==> src/rtl/mc_controller_pkg.sv <==
// Shared encodings for the multi-cycle MIPS-lite controller: FSM states,
// opcode/funct values, datapath select encodings and decoded-instruction flags.
package mc_controller_pkg;

  typedef enum logic [2:0] {
    S_IF  = 3'd0,
    S_ID  = 3'd1,
    S_EXE = 3'd2,
    S_MEM = 3'd3,
    S_WB  = 3'd4
  } state_t;

  localparam logic [4:0] RA_IDX = 5'd31;

  localparam logic [5:0] OP_RTYPE = 6'b000000;
  localparam logic [5:0] OP_J     = 6'b000010;
  localparam logic [5:0] OP_JAL   = 6'b000011;
  localparam logic [5:0] OP_BEQ   = 6'b000100;
  localparam logic [5:0] OP_ADDI  = 6'b001000;
  localparam logic [5:0] OP_ADDIU = 6'b001001;
  localparam logic [5:0] OP_ORI   = 6'b001101;
  localparam logic [5:0] OP_LUI   = 6'b001111;
  localparam logic [5:0] OP_LW    = 6'b100011;
  localparam logic [5:0] OP_SW    = 6'b101011;

  localparam logic [5:0] FN_ADDU = 6'b100001;
  localparam logic [5:0] FN_SUBU = 6'b100011;
  localparam logic [5:0] FN_SLT  = 6'b101010;
  localparam logic [5:0] FN_JR   = 6'b001000;

  localparam logic [1:0] ALU_ADD = 2'b00;
  localparam logic [1:0] ALU_SUB = 2'b01;
  localparam logic [1:0] ALU_OR  = 2'b10;
  localparam logic [1:0] ALU_SLT = 2'b11;

  localparam logic [1:0] EXT_ZERO = 2'b00;
  localparam logic [1:0] EXT_SIGN = 2'b01;
  localparam logic [1:0] EXT_LUI  = 2'b10;

  localparam logic [1:0] PC_SEQ = 2'b00;
  localparam logic [1:0] PC_BR  = 2'b01;
  localparam logic [1:0] PC_JMP = 2'b10;
  localparam logic [1:0] PC_JR  = 2'b11;

  localparam logic [1:0] RD_RT = 2'b00;
  localparam logic [1:0] RD_RD = 2'b01;
  localparam logic [1:0] RD_RA = 2'b10;

  localparam logic [1:0] WD_ALU = 2'b00;
  localparam logic [1:0] WD_MEM = 2'b01;
  localparam logic [1:0] WD_PC4 = 2'b10;

  typedef struct packed {
    logic addu;
    logic subu;
    logic slt;
    logic jr;
    logic ori;
    logic lw;
    logic sw;
    logic beq;
    logic lui;
    logic j;
    logic jal;
    logic addi;
    logic addiu;
    logic unknown;
  } instr_t;

endpackage

==> src/rtl/mc_controller_instr_decode.sv <==
// Combinational instruction decoder: opcode/funct to one-hot instruction flags,
// with "unknown" raised for anything outside the supported subset.
module instr_decode
  import mc_controller_pkg::*;
(
  input  logic [5:0] i_opcode,
  input  logic [5:0] i_funct,
  output instr_t     o_instr
);

  always_comb begin
    o_instr = '0;
    case (i_opcode)
      OP_RTYPE: begin
        case (i_funct)
          FN_ADDU: o_instr.addu    = 1'b1;
          FN_SUBU: o_instr.subu    = 1'b1;
          FN_SLT:  o_instr.slt     = 1'b1;
          FN_JR:   o_instr.jr      = 1'b1;
          default: o_instr.unknown = 1'b1;
        endcase
      end
      OP_ORI:   o_instr.ori     = 1'b1;
      OP_LW:    o_instr.lw      = 1'b1;
      OP_SW:    o_instr.sw      = 1'b1;
      OP_BEQ:   o_instr.beq     = 1'b1;
      OP_LUI:   o_instr.lui     = 1'b1;
      OP_J:     o_instr.j       = 1'b1;
      OP_JAL:   o_instr.jal     = 1'b1;
      OP_ADDI:  o_instr.addi    = 1'b1;
      OP_ADDIU: o_instr.addiu   = 1'b1;
      default:  o_instr.unknown = 1'b1;
    endcase
  end

endmodule

==> src/rtl/mc_controller.sv <==
// Multi-cycle control FSM for the MIPS-lite datapath: sequences IF/ID/EXE/MEM/WB,
// stalls on mem_ready and pulses retire once per completed instruction.
module mc_controller
  import mc_controller_pkg::*;
(
  input  logic       clk,
  input  logic       reset,
  input  logic [5:0] opeCode,
  input  logic [5:0] funct,
  input  logic       zero,
  input  logic       overflow,
  input  logic       mem_ready,
  output logic       PCWrite,
  output logic       IRWrite,
  output logic       mem_req,
  output logic       MemWrite,
  output logic       RegWrite,
  output logic [1:0] RegDst,
  output logic [1:0] WDsel,
  output logic       ALUsrc,
  output logic [1:0] ALUop,
  output logic       ALUsign,
  output logic [1:0] ExtOp,
  output logic [1:0] PCsrc,
  output logic       retire,
  output logic [2:0] state
);

  instr_t     w_dec;
  state_t     r_state;
  state_t     w_next;
  logic       w_pcw;
  logic       w_irw;
  logic       w_mreq;
  logic       w_memw;
  logic       w_regw;
  logic       w_retire;
  logic [1:0] w_aluop;
  logic       w_alusrc;
  logic       w_alusign;
  logic [1:0] w_extop;

  instr_decode u_decode (
    .i_opcode (opeCode),
    .i_funct  (funct),
    .o_instr  (w_dec)
  );

  always_ff @(posedge clk) begin
    if (reset) r_state <= S_IF;
    else       r_state <= w_next;
  end

  // ALU setup per instruction, same encodings as the single-cycle decoder
  always_comb begin
    w_aluop   = ALU_ADD;
    w_alusrc  = 1'b0;
    w_alusign = 1'b0;
    w_extop   = EXT_ZERO;
    if (w_dec.subu || w_dec.beq) w_aluop = ALU_SUB;
    if (w_dec.ori)               w_aluop = ALU_OR;
    if (w_dec.slt) begin
      w_aluop   = ALU_SLT;
      w_alusign = 1'b1;
    end
    if (w_dec.addi) w_alusign = 1'b1;
    if (w_dec.ori || w_dec.lui || w_dec.addi || w_dec.addiu || w_dec.lw || w_dec.sw)
      w_alusrc = 1'b1;
    if (w_dec.addi || w_dec.addiu || w_dec.lw || w_dec.sw || w_dec.beq)
      w_extop = EXT_SIGN;
    if (w_dec.lui) w_extop = EXT_LUI;
  end

  always_comb begin
    w_next   = r_state;
    w_pcw    = 1'b0;
    w_irw    = 1'b0;
    w_mreq   = 1'b0;
    w_memw   = 1'b0;
    w_regw   = 1'b0;
    w_retire = 1'b0;
    RegDst   = RD_RT;
    WDsel    = WD_ALU;
    PCsrc    = PC_SEQ;
    ALUop    = ALU_ADD;
    ALUsrc   = 1'b0;
    ALUsign  = 1'b0;
    ExtOp    = EXT_ZERO;

    // ALU controls stay stable from EXE through WB so the result is held
    if (r_state == S_EXE || r_state == S_MEM || r_state == S_WB) begin
      ALUop   = w_aluop;
      ALUsrc  = w_alusrc;
      ALUsign = w_alusign;
      ExtOp   = w_extop;
    end

    case (r_state)
      S_IF: begin
        w_mreq = 1'b1;
        if (mem_ready) begin
          w_irw  = 1'b1;
          w_pcw  = 1'b1;
          w_next = S_ID;
        end
      end
      S_ID: begin
        if (w_dec.j || w_dec.jal) begin
          w_pcw = 1'b1;
          PCsrc = PC_JMP;
        end
        if (w_dec.jal) begin
          w_regw = 1'b1;
          RegDst = RD_RA;
          WDsel  = WD_PC4;
        end
        if (w_dec.jr) begin
          w_pcw = 1'b1;
          PCsrc = PC_JR;
        end
        if (w_dec.j || w_dec.jal || w_dec.jr || w_dec.unknown) begin
          w_retire = 1'b1;
          w_next   = S_IF;
        end else begin
          w_next = S_EXE;
        end
      end
      S_EXE: begin
        if (w_dec.beq) begin
          w_pcw    = zero;
          PCsrc    = PC_BR;
          w_retire = 1'b1;
          w_next   = S_IF;
        end else if (w_dec.lw || w_dec.sw) begin
          w_next = S_MEM;
        end else begin
          w_next = S_WB;
        end
      end
      S_MEM: begin
        w_mreq = 1'b1;
        if (mem_ready) begin
          if (w_dec.sw) begin
            w_memw   = 1'b1;
            w_retire = 1'b1;
            w_next   = S_IF;
          end else if (w_dec.lw) begin
            w_next = S_WB;
          end else begin
            w_next = S_IF;
          end
        end
      end
      S_WB: begin
        w_retire = 1'b1;
        w_regw   = ~(w_dec.addi && overflow);
        if (w_dec.lw) WDsel = WD_MEM;
        if (w_dec.addu || w_dec.subu || w_dec.slt) RegDst = RD_RD;
        w_next = S_IF;
      end
      default: w_next = S_IF;
    endcase
  end

  // Reset suppresses every enable immediately, even mid-instruction
  assign PCWrite  = w_pcw    & ~reset;
  assign IRWrite  = w_irw    & ~reset;
  assign mem_req  = w_mreq   & ~reset;
  assign MemWrite = w_memw   & ~reset;
  assign RegWrite = w_regw   & ~reset;
  assign retire   = w_retire & ~reset;
  assign state    = r_state;

endmodule

==> config.mk <==
export PLATFORM = sky130hd
export DESIGN_NAME = mc_controller
export DESIGN_NICKNAME = d
export VERILOG_FILES = /design/src/rtl/mc_controller_pkg.sv /design/src/rtl/mc_controller_instr_decode.sv /design/src/rtl/mc_controller.sv
export SDC_FILE = /design/constraint.sdc
export NUM_CORES = 1
export LEC_CHECK = 0
export ABC_CLOCK_PERIOD_IN_PS = 1600
export CELL_PAD_IN_SITES_DETAIL_PLACEMENT = 0
export CELL_PAD_IN_SITES_GLOBAL_PLACEMENT = 2
export CORE_MARGIN = 10
export CORE_UTILIZATION = 17
export CTS_CLUSTER_SIZE = 28
export DETAILED_ROUTE_END_ITERATION = 8
export PLACE_DENSITY_LB_ADDON = 0.12
export REMOVE_ABC_BUFFERS = 1
export SLEW_MARGIN = 40
export SYNTH_ARGS = -nofsm -noshare
export SYNTH_HDL_FRONTEND = slang
export SYNTH_SLANG_ARGS = --single-unit
==> constraint.sdc <==
create_clock -name clk -period 1.6 [get_ports clk]
set_input_delay 0.32 -clock clk [delete_from_list [all_inputs] [get_ports clk]]
set_output_delay 0.32 -clock clk [all_outputs]
set_load 0.1 [all_outputs]
Yosys cells after proc, flatten, opt, wreduce, memory -nomap -nowiden
Cells that the tools add are included.
{"block": "op_classes", "n_bitwise": 8, "muxes": 60, "eq_ne": 19, "reduce_logical": 25}
{"operator": "two-way mux 1 bit", "count": 36}
{"operator": "equality test 6 x 4 -> 1 bit, second input constant", "count": 5}
{"operator": "equality test 6 bit, second input constant", "count": 5}
{"operator": "logical OR 1 bit", "count": 18}
{"operator": "two-way mux 2 bit", "count": 9}
{"operator": "two-way mux 3 bit", "count": 6}
{"operator": "equality test 6 x 2 -> 1 bit, second input constant", "count": 2}
{"operator": "one-hot mux 2 bit (2 select lines)", "count": 3}
{"operator": "one-hot mux 3 bit (4 select lines)", "count": 1}
{"operator": "OR reduction 9 bit", "count": 1}
{"operator": "bitwise AND 1 bit", "count": 6}
{"operator": "equality test 3 x 2 -> 1 bit, second input constant", "count": 2}
{"operator": "equality test 6 x 3 -> 1 bit, second input constant", "count": 1}
{"operator": "zero test 6 bit", "count": 1}
{"operator": "two-way mux 4 bit", "count": 1}
{"operator": "!= test 2 bit, second input constant", "count": 2}
{"operator": "one-hot mux 1 bit (2 select lines)", "count": 2}
{"operator": "one-hot mux 1 bit (4 select lines)", "count": 1}
{"operator": "OR reduction 4 bit", "count": 1}
{"operator": "equality test 3 x 1 -> 1 bit, second input constant", "count": 1}
{"operator": "equality test 3 bit, second input constant", "count": 1}
{"operator": "zero test 3 bit", "count": 1}
{"operator": "one-hot mux 1 bit (3 select lines)", "count": 1}
{"operator": "inverter 1 bit", "count": 2}
{"operator": "other kinds (3)", "count": 3}
{"block": "word_totals", "word_cells": 113, "register_bits": 3, "input_bits": 17}

Depth between registers and ports, before layout
{"block": "logic_depth", "ltp_word": 9, "ltp_mapped": 6}

Hierarchy
Synthesis repeated with hierarchy kept, for this count alone.
{"block": "hier_totals", "hier_cells": 112, "hier_area_um2": 714.4}
{"mod": "mc_controller", "seq_area_each_um2": 60.1, "cells_each": 69, "area_each_um2": 454.2, "instances": 1}
{"mod": "instr_decode", "seq_area_each_um2": 0.0, "cells_each": 43, "area_each_um2": 260.2, "instances": 1}

Least setup slack after synthesis
OpenSTA, ideal clock, no wires.
{"block": "synth_timing", "path_type": "reg2out", "from": "register r_state[1] (netlist: state[1])", "to": "output ExtOp[0]", "stages_incl_launch_ff": 4, "t_arrival_ps": 4402, "path_slack_ps": -3122, "path_cell_list": "dfxtp_1 buf_2 mux2i_1 nor4_1"}
{"block": "synth_between", "elab_chain_cells": 4, "word_cells_on_any_way": 6}
{"item": "from (decl)", "line_no": "mc_controller.sv:30", "source": "state_t r_state;"}
{"item": "from (signal assigned)", "line_no": "mc_controller.sv:51", "source": "else r_state <= w_next;"}
{"item": "equality test 3 x 2 -> 1 bit", "line_no": "mc_controller.sv:91", "source": "if (r_state == S_EXE || r_state == S_MEM || r_state == S_WB) begin"}
{"item": "logical OR 1 bit", "line_no": "mc_controller.sv:91"}
{"item": "logical OR 1 bit *", "line_no": "mc_controller.sv:91"}
{"item": "two-way mux 2 bit *", "line_no": "mc_controller.sv:91"}
{"item": "to (decl)", "line_no": "mc_controller.sv:23", "source": "output logic [1:0] ExtOp,"}
Mark *: on every way between the ends. The rest lies on a longest branch, timed or not.

Final worst setup path
{"block": "layout_timing", "from": "input opeCode[5]", "to": "output retire"}
{"block": "layout_between", "elab_chain_cells": 8, "word_cells_on_any_way": 26}
{"item": "from (decl)", "line_no": "mc_controller.sv:8", "source": "input logic [5:0] opeCode,"}
{"item": "branches (longest 6 deep; another with OR reduction 9 bit)"}
{"item": "one-hot mux 1 bit (4 select lines) *", "line_no": "mc_controller.sv:98", "source": "case (r_state)"}
{"item": "bitwise AND 1 bit *", "line_no": "mc_controller.sv:171", "source": "assign retire = w_retire & ~reset;"}
{"item": "to (decl)", "line_no": "mc_controller.sv:25", "source": "output logic retire,"}
Mark *: on every way between the ends.

==> out/metrics.csv <==
stage,metric,value,unit
outcome,status,"finished, violations left",
outcome,failed_checks,negative setup slack,
sta,rsz0062_at_grt,true,
routing,met2WireLength,1710,µm
clocking,cts_buffers,3,
placement,hpwl,2580,µm
logic_synthesis,ys_seq_area_frac,0.0982,
die,rows,21,
setup_path,worstPathCellList,"buf_6, nor3_4, and3_4, nor3b_2, a41oi_2, a221oi_2, buf_12",
die,core,3420,µm²
routing,met1_length,1340,µm
routing,avgRoutedWirePerCell,13.9,µm
setup_path,critPathCaptureType,output pin,
worst_hold_path,hold_path_class,input pin to flip-flop,
grt,antenna_found_initial,0,
grt,grt_max_degree,11,
logic_synthesis,syn_area,612,µm²
die,die_w,80.0,µm
logic_synthesis,synthAdderAreaFrac,0,
logic_synthesis,syn_area_per_cell,6.51,µm²
power,power.density,284,nW/µm²
setup_path,worstSetupPathType,input pin to output pin,
logic_synthesis,synth.mux.area_fraction,0.0491,
power,p_leak,0.851,nW
routing,wl,3270,µm
logic_synthesis,synth-async-reset-ratio,0,
cells_and_area,final_common_cell,buf_4,
setup_path,cp_num_cells,7,
cells_and_area,n_antenna_cell,0,
setup_path,reg2reg_depth,5,
logic_synthesis,ys_seq_elements,3,
power,power.internal,0.000345,W
power,p_total,0.000572,W
routing,maxUsedRoutingLayer,met4,
cells_and_area,fin_area,2010,µm²
power,switching_share,0.396,
logic_synthesis,synth_compound_area_frac,0.247,
sta,final-hold-violation-count,0,
placement,port_buffers,37,
sta,drv_slew,0,
power,clkPwrFrac,0.234,
routing,antenna_left,0,
logic_synthesis,synth_edf_count,0,
power,combPwrFrac,0.628,
routing,wl_met3,185,µm
sta,setup_viol,18,
sta,fin_ws,-324,ps
die,die-area,6400,µm²
clocking,path_clk_slew,40,ps
grt,grt_pass1_wl,5460,µm
clocking,clockBufferDepth,2,
placement,place_ws,-817,ps
cells_and_area,layout_common_cells,"buf_4, buf_6, buf_12, nor2_4, nor2_2",
sta,fin_skew,5.62,ps
sta,period_needed,1920,ps
sta,tightest_slew,302,ps
logic_synthesis,yosys_warnings,0,
cells_and_area,synthToLayoutAreaGrowth,229,%
setup_path,crit_slowest_cell,a221oi_2,
job,cap_viol_max_count,0,
setup_path,cp-startpoint,opeCode[5],
routing,vias,1069,
setup_path,cp-start-kind,input pin,
sta,fmax,0.520,GHz
die,start_util,0.179,
logic_synthesis,synth_top_family_by_area,simple AND/OR/NAND/NOR gates,
logic_synthesis,synth.distinct_cells,39,
cells_and_area,drive_above_1_share,0.741,
sta,setup_tns,-3010,ps
setup_path,r2r-end,state[1]$_SDFFE_PP0P_,
logic_synthesis,syn_inst,94,
clocking,cts_tree,yes,
setup_path,cp_slowest_stage_delay,330,ps
routing,vias_per_cell,4.55,
power,vdd_drop_max,0.118,mV
placement,place_congestion,0.810,
sta,post-route-period-util,1.20,
logic_synthesis,synth-main-ff-cell,dfxtp_1,
power,p_switching,0.000227,W
routing,drt_first_iter_violations,37,
clocking,clkSinkCount,3,
setup_path,rr_startpoint,state[0]$_SDFFE_PP0P_,
grt,grt_usage,0.104,
routing,first_pass_iters,4,
logic_synthesis,yosys.area_share.simple,0.501,
die,io_pins,38,
cells_and_area,finalNetCount,207,
routing,drc,0,
power,power_frac_seq,0.138,
setup_path,cp_max_fo,2,
setup_path,arrival,1600,ps
die,die_h,80.0,µm
sta,whs,648,ps
logic_synthesis,synthXorXnorAreaFrac,0.0143,
sta,max-slew-margin-rel,0.798,
clocking,htree_levels,1,
cells_and_area,largest_reg_flops,3,
clocking,clockRootBuffer,clkbuf_4,
setup_path,path_delay_family,simple AND/OR/NAND/NOR gates,
setup_path,crit_end,retire,
placement,dpl_cell_area,1560,µm²
grt,grt_pass1_vias,1170,
grt,grt_overflow_total,0,
worst_hold_path,whs_path_depth,4,
setup_path,cp_data_required_time,1280,ps
clocking,clock_latency,240,ps
setup_path,critPathBufInv,2,
setup_path,r2r_slack,410,ps
## cell type report
cell class	count	area (µm²)
clock buffer	4	26.3
fill	320	1400
inverter	3	11.3
multi-input combinational	81	753
sequential	3	71.3
tap	46	57.6
timing repair buffer	98	1090
## Yosys cell counts (all sizes together), types with 3 or more instances
cell	instances	share of area
inv	3	0.018
nor3	8	0.074
buf	7	0.072
dfxtp	3	0.098
o21ai	3	0.025
mux2i	3	0.049
a21oi	7	0.057
nand2	5	0.031
nor2	15	0.092
nand3	4	0.033
nor3b	4	0.057
nor4	3	0.031
and3	4	0.041
## per-layer routing
layer / vias to the layer above / global-route usage
met3: 4 / 0.0315
li1: 543 / -
met5: - / 0
met4: 0 / 0.0317
met2: 23 / 0.181
met1: 499 / 0.116
## per-stage QoR
| stage | cells | util |
|---|---|---|
| 3_3_place_gp | 217 | 0.456 |
| 5_1_grt | 235 | 0.589 |
| 2_1_floorplan | 87 | - |
| 6_report | 235 | 0.589 |
| 3_5_place_dp | 217 | 0.456 |
| 4_1_cts | 231 | 0.549 |
## timing repair
| item | CTS | global route |
|---|---|---|
| setup endpoints to repair | 20 | 18 |
| endpoints found under the hold margin | 0 | 0 |
| pin swaps | 32 | 16 |
| hold buffers | 0 | 0 |
| buffers inserted | 12 | 5 |
| gates cloned | 0 | 0 |
| resized for setup | 120 | 27 |
## tightest hold or removal path, cell delays in order
cell,delay (ps)
dlygate4sd2_1,260
nor2_4,60
buf_6,110
o211a_1,90
## how the worst min path moves through the flow
stage | from | to | slack, ps
4_1_cts | opeCode[0] | state[0]$_SDFFE_PP0P_ | 650
6_report | reset | state[2]$_SDFFE_PP0P_ | 650
5_1_grt | opeCode[0] | state[0]$_SDFFE_PP0P_ | 680
3_3_place_gp | state[1]$_SDFFE_PP0P_ | state[2]$_SDFFE_PP0P_ | 710
2_1_floorplan | mem_ready | state[0]$_SDFFE_PP0P_ | 510
3_5_place_dp | state[1]$_SDFFE_PP0P_ | state[2]$_SDFFE_PP0P_ | 700
## power groups by stage
| stage | clock, W | sequential, W | combinational [W] |
|---|---|---|---|
| global route | 0.000150 | 0.0000790 | 0.000380 |
| CTS | 0.000142 | 0.0000775 | 0.000338 |
| detailed placement | 0 | 0.0000810 | 0.000289 |
| floorplan | 0 | 0.0000969 | 0.000101 |
| global placement | 0 | 0.0000812 | 0.000287 |
| finish | 0.000134 | 0.0000789 | 0.000359 |
## cell families after synthesis
family | Yosys count
mux | 3
buf+inv | 10
simple gates | 55
xor+xnor | 1
flops | 3
compound gates | 22
No activity file was read; power rests on OpenSTA's default activity.
